**src/rtl/slow_ctl.sv**
```systemverilog
// slow_ctl: stretches the slow-speed request across selected bus cycles
// and holds it for a programmable number of timebase ticks afterwards.
//
// state | meaning
// ------+-------------------------------------------------------------
// IDLE  | no slow request pending
// CYC   | slow bus cycle in progress, waiting for BACT to drop
// HOLD  | post-cycle hold, SlowCount counts down on TimerTick
module slow_ctl (
  input  logic       CLK,
  input  logic       POR,
  input  logic       BACT,
  input  logic       IACKCS,
  input  logic       VIACS,
  input  logic       IWMCS,
  input  logic       SCCCS,
  input  logic       SCSICS,
  input  logic       SndCS,
  input  logic       SlowIACK,
  input  logic       SlowVIA,
  input  logic       SlowIWM,
  input  logic       SlowSCC,
  input  logic       SlowSCSI,
  input  logic       SlowSnd,
  input  logic       SlowClockGate,
  input  logic [3:0] SlowTimeout,
  input  logic       TimerTick,
  output logic       Slow,
  output logic       ClockGate,
  output logic [3:0] SlowCount
);

  localparam logic [1:0] IDLE = 2'd0;
  localparam logic [1:0] CYC  = 2'd1;
  localparam logic [1:0] HOLD = 2'd2;

  logic [1:0] state;
  logic [1:0] state_nxt;
  logic [3:0] count_nxt;
  logic       bactr;
  logic       bus_sync;
  logic       sel_hit;
  logic       start;
  logic       hit;

  // A cycle that began before reset released must not look like a fresh
  // start, so starts are blocked until BACT has been seen low once.
  assign sel_hit = (IACKCS & SlowIACK) | (VIACS & SlowVIA) | (IWMCS & SlowIWM) |
                   (SCCCS & SlowSCC) | (SCSICS & SlowSCSI) | (SndCS & SlowSnd);
  assign start   = BACT & ~bactr & bus_sync;
  assign hit     = start & sel_hit;

  // Bus-cycle edge detection.
  always_ff @(posedge CLK or posedge POR) begin
    if (POR) begin
      bactr    <= 1'b0;
      bus_sync <= 1'b0;
    end else begin
      bactr    <= BACT;
      bus_sync <= bus_sync | ~BACT;
    end
  end

  // Next-state and hold-counter update.
  always_comb begin
    state_nxt = state;
    count_nxt = SlowCount;
    case (state)
      IDLE: begin
        if (hit) state_nxt = CYC;
      end
      CYC: begin
        if (!BACT) begin
          count_nxt = SlowTimeout;
          state_nxt = (SlowTimeout != 4'd0) ? HOLD : IDLE;
        end
      end
      HOLD: begin
        if (hit) begin
          state_nxt = CYC;
        end else if (TimerTick) begin
          // <= 1 also covers a zero count so the counter can never wrap.
          if (SlowCount <= 4'd1) begin
            count_nxt = 4'd0;
            state_nxt = IDLE;
          end else begin
            count_nxt = SlowCount - 4'd1;
          end
        end
      end
      default: begin
        state_nxt = IDLE;
        count_nxt = 4'd0;
      end
    endcase
  end

  // State, counter and outputs, all registered from next-state.
  always_ff @(posedge CLK or posedge POR) begin
    if (POR) begin
      state     <= IDLE;
      SlowCount <= 4'd0;
      Slow      <= 1'b0;
      ClockGate <= 1'b0;
    end else begin
      state     <= state_nxt;
      SlowCount <= count_nxt;
      Slow      <= (state_nxt != IDLE);
      ClockGate <= (state_nxt != IDLE) & SlowClockGate;
    end
  end

endmodule

```
**config.mk**
```make
export PLATFORM = sky130hd
export DESIGN_NAME = slow_ctl
export DESIGN_NICKNAME = d
export VERILOG_FILES = /design/src/rtl/slow_ctl.sv
export SDC_FILE = /design/constraint.sdc
export NUM_CORES = 1
export LEC_CHECK = 0
export BUFFER_PORTS_ARGS = -buffer_cell sky130_fd_sc_hd__buf_4
export CORE_MARGIN = 5
export CORE_UTILIZATION = 46
export DETAILED_ROUTE_END_ITERATION = 6
export PLACE_DENSITY = 0.76
export REMOVE_ABC_BUFFERS = 1
export SYNTH_ARGS = -nofsm -noshare
export SYNTH_HDL_FRONTEND = slang
export SYNTH_SLANG_ARGS = --single-unit
```
**constraint.sdc**
```tcl
create_clock -name CLK -period 2.1 [get_ports CLK]
set_input_delay 0.21 -clock CLK [delete_from_list [all_inputs] [get_ports CLK]]
set_output_delay 0.21 -clock CLK [all_outputs]
set_load 0.01 [all_outputs]
```
==> flow_metrics.py <==
metrics = {
    "yosys": {
        "synth-xor-area-share_pct": 0,
        "avgSynthCellArea_sq_um": 9.97,
        "yosys_warnings": 0,
        "yosysTopAreaCellShare_pct": 36.9,
        "yosysSeqAreaShare_pct": 36.9,
        "synthMuxAreaShare_pct": 0,
        "ys_ff_latch": 10,
        "yosysTopAreaCell": "dfrtp_1",
        "netlist_area_sq_um": 678,
        "post_synth_inst_count": 68,
        "yosys.area_share.adder_pct": 11.1,
        "synth_top_family_by_area": "compound AO/OA/AOI/OAI gates",
        "yosysUniqueCellTypes": 27,
        "synth_compound_area_share_pct": 26.4,
        "synthSimpleGateAreaFrac_pct": 22.9,
        "synth_area_leaders": "dfrtp_1 (37%), ha_1 (11%), a22oi_2 (5.5%)",
    },
    "clock_tree": {
        "cts_inserted_buffers": 3,
        "clkLatencyLatePin_ns": 0.27,
        "path_clk_slew_ns": 0.07,
        "postCtsSetupBuffers": 0,
        "htreeDepth": 1,
        "clockBufferDepth": 2,
        "clock-sinks": 10,
        "cts_tree": "yes",
        "cts-root-buf": "clkbuf_4",
    },
    "timing": {
        "setup_viol": 0,
        "tightestPinTransition_ns": 0.458,
        "hold_violations": 0,
        "min_period_ns": 1.90,
        "rsz0062_at_grt": "no",
        "finClkSkew_ns": 0.00662,
        "slew_headroom_pct": 69.2,
        "drv_slew": 0,
        "fmax_ghz": 0.525,
        "fin_crit_sh_pct": 90.7,
        "fin_tns_setup_ns": 0,
    },
    "global_route": {
        "grtUsageMet1_pct": 21.1,
        "busiest_layer": "met2",
        "grt_max_degree": 11,
        "gr-total-overflow": 0,
        "gr-usage-met2_pct": 25.0,
        "grtUsageTotal_pct": 16.5,
        "antenna_found_initial": 0,
        "grt_pass1_vias": 703,
        "grt_pass1_wl_mm": 3.16,
        "use_met3_pct": 5.81,
    },
    "setup_path": {
        "crit_required_ns": 2.26,
        "arrival_ns": 2.06,
        "timing.rr.start": "state[0]",
        "worstReg2RegEnd": "ClockGate",
        "reg2regPathDepth": 7,
        "start_kind": "register",
        "path_max_fanout": 5,
        "rrSetupSlack_ns": 0.20,
        "crit_type": "reg2reg",
        "cp-startpoint": "state[0]",
        "endpoint_kind": "register",
        "cp-endpoint": "ClockGate",
    },
    "cells_and_area": {
        "seqCellArea_sq_um": 250,
        "antenna_cells": 0,
        "fin_nets": 127,
        "layoutNonFillerInstCount": 114,
        "utilization_pct": 70.1,
        "num-fill-cells": 104,
        "syn_to_final_growth_pct": 39.5,
        "multi_input_area_sq_um": 417,
        "drive_above_1_share_pct": 39.4,
        "stdcell_area_sq_um": 946,
    },
    "placement": {
        "dp.cells": 109,
        "place_congestion": 0.818,
        "hpwl_mm": 1.38,
        "place_area_sq_um": 892,
        "portBuffers": 26,
    },
    "flow_run": {
        "maxCapViolations": 0,
    },
    "drt": {
        "drt_iter0_drc": 9,
        "drc": 0,
        "wirelength_mm": 1.74,
        "avgRoutedWirePerCell_um": 15.3,
        "vias": 664,
        "dr.pass1.iters": 4,
        "viasPerCell": 5.82,
        "antenna_left": 0,
    },
    "die": {
        "die_w_um": 48.4,
        "start_util_pct": 50.2,
        "ios": 27,
        "die-area_sq_um": 2340,
        "die_y_um": 48.4,
        "fp-row-count": 13,
        "core-area_sq_um": 1350,
    },
    "pwr": {
        "power_per_cell_area_nw_per_um2": 1170,
        "power_leakage_nw": 0.450,
        "ir_drop_mv": 0.599,
    },
    "hold_path": {
        "hp-class": "in2reg",
    },
    "outcome": {
        "status": "finished clean",
    },
}
[where the power goes]
group	total [mW]	switching (mW)	internal (mW)
logic	0.597	0.322	0.275
registers	0.326	0.0703	0.256
clock network	0.180	0.0741	0.105
total	1.10	0.466	0.636
[how the worst min path moves through the flow]
stage,start,endpoint,slack (ns),depth (start not counted)
floorplan,POR,ClockGate,0.05,1
global placement,POR,SlowCount[3],0.22,2
detailed placement,POR,SlowCount[1],0.23,2
CTS,BACT,bactr,0.12,1
global route,BACT,bactr,0.12,1
finish,BACT,bactr,0.12,1
[area by class of cell]
| cell class | count | share of cell area (%) |
|---|---|---|
| Tap cell | 15 | 1.98 |
| Multi-Input combinational cell | 53 | 44.0 |
| Clock buffer | 4 | 3.84 |
| Sequential cell | 10 | 26.5 |
| Timing Repair Buffer | 27 | 21.7 |
| Inverter | 5 | 1.98 |
[registers in the layout (all words and copies together) (netlist names)]
register,flops
SlowCount,4
state,2
ClockGate,1
bactr,1
bus_sync,1
Slow,1
[stage by stage]
stage | setup WS, ns | total power, mW | hold slack (ns)
final | 0.195 | 1.10 | 0.124
after floorplan | 0.391 | 0.695 | 0.0502
after CTS | 0.0982 | 1.09 | 0.122
after global placement | 0.305 | 0.874 | 0.219
after detailed placement | 0.162 | 0.902 | 0.226
after global routing | 0.0758 | 1.19 | 0.119
[cells by family (layout without fill, tap and decap cells)]
group,count (synthesis),count (layout)
AND/OR/NAND/NOR,28,28
buffers and inverters,5,36
adder cells (fa/ha/maj),6,6
flip-flops,10,10
AO/OA/AOI/OAI,19,19
[cell usage after synthesis]
master,count
nor2_1,3
o211ai_2,1
a21boi_1,1
a22oi_1,1
or3_1,1
nand4_1,1
a221oi_4,1
o21ai_0,2
o41ai_1,1
nand3b_1,1
dfrtp_1,10
a32o_1,1
nand3_1,4
nand4b_1,2
or2_2,1
nor3b_1,1
nand2b_1,4
a31oi_1,1
a22oi_2,3
inv_1,5
or4_4,1
o31ai_1,3
nor2b_1,1
o21ai_1,3
ha_1,6
nand2_1,8
a221oi_2,1
[placed cells by master, fill, tap and decap left out]
cell	instances
a21boi_1	1
a221oi_2	1
a221oi_4	1
a22oi_1	1
a22oi_2	3
a31oi_1	1
a32o_1	1
buf_4	26
clkbuf_4	3
clkbuf_8	1
dfrtp_1	10
dlygate4sd3_1	1
ha_1	6
inv_1	5
nand2_1	8
nand2b_1	4
nand3_1	4
nand3b_1	1
nand4_1	1
nand4b_1	2
nor2_1	3
nor2b_1	1
nor3b_1	1
o211ai_2	1
o21ai_0	2
o21ai_1	3
o31ai_1	3
o41ai_2	1
or2_2	1
or3_1	1
or4_4	1
[repair_timing]
item | 4_1_cts | 5_1_grt
endpoints found under the setup margin | 0 | 2
resized for setup | 0 | 1
hold buffers | 1 | 0
hold endpoints to repair | 10 | 0
[routing by layer]
layer	share of wire [%]	vias to the layer above
li1	-	318
met1	43	314
met2	48	28
met3	7.9	4
met4	1.2	0
met5	0	-
[worst max-delay path, cell delays in order (launching register included)]
cell	delay (ns)
dfrtp_1	0.44
inv_1	0.11
ha_1	0.26
nand2b_1	0.17
o41ai_2	0.28
nand2_1	0.15
a221oi_2	0.28
nor3b_1	0.09
Power figures use the tool's default switching activity.
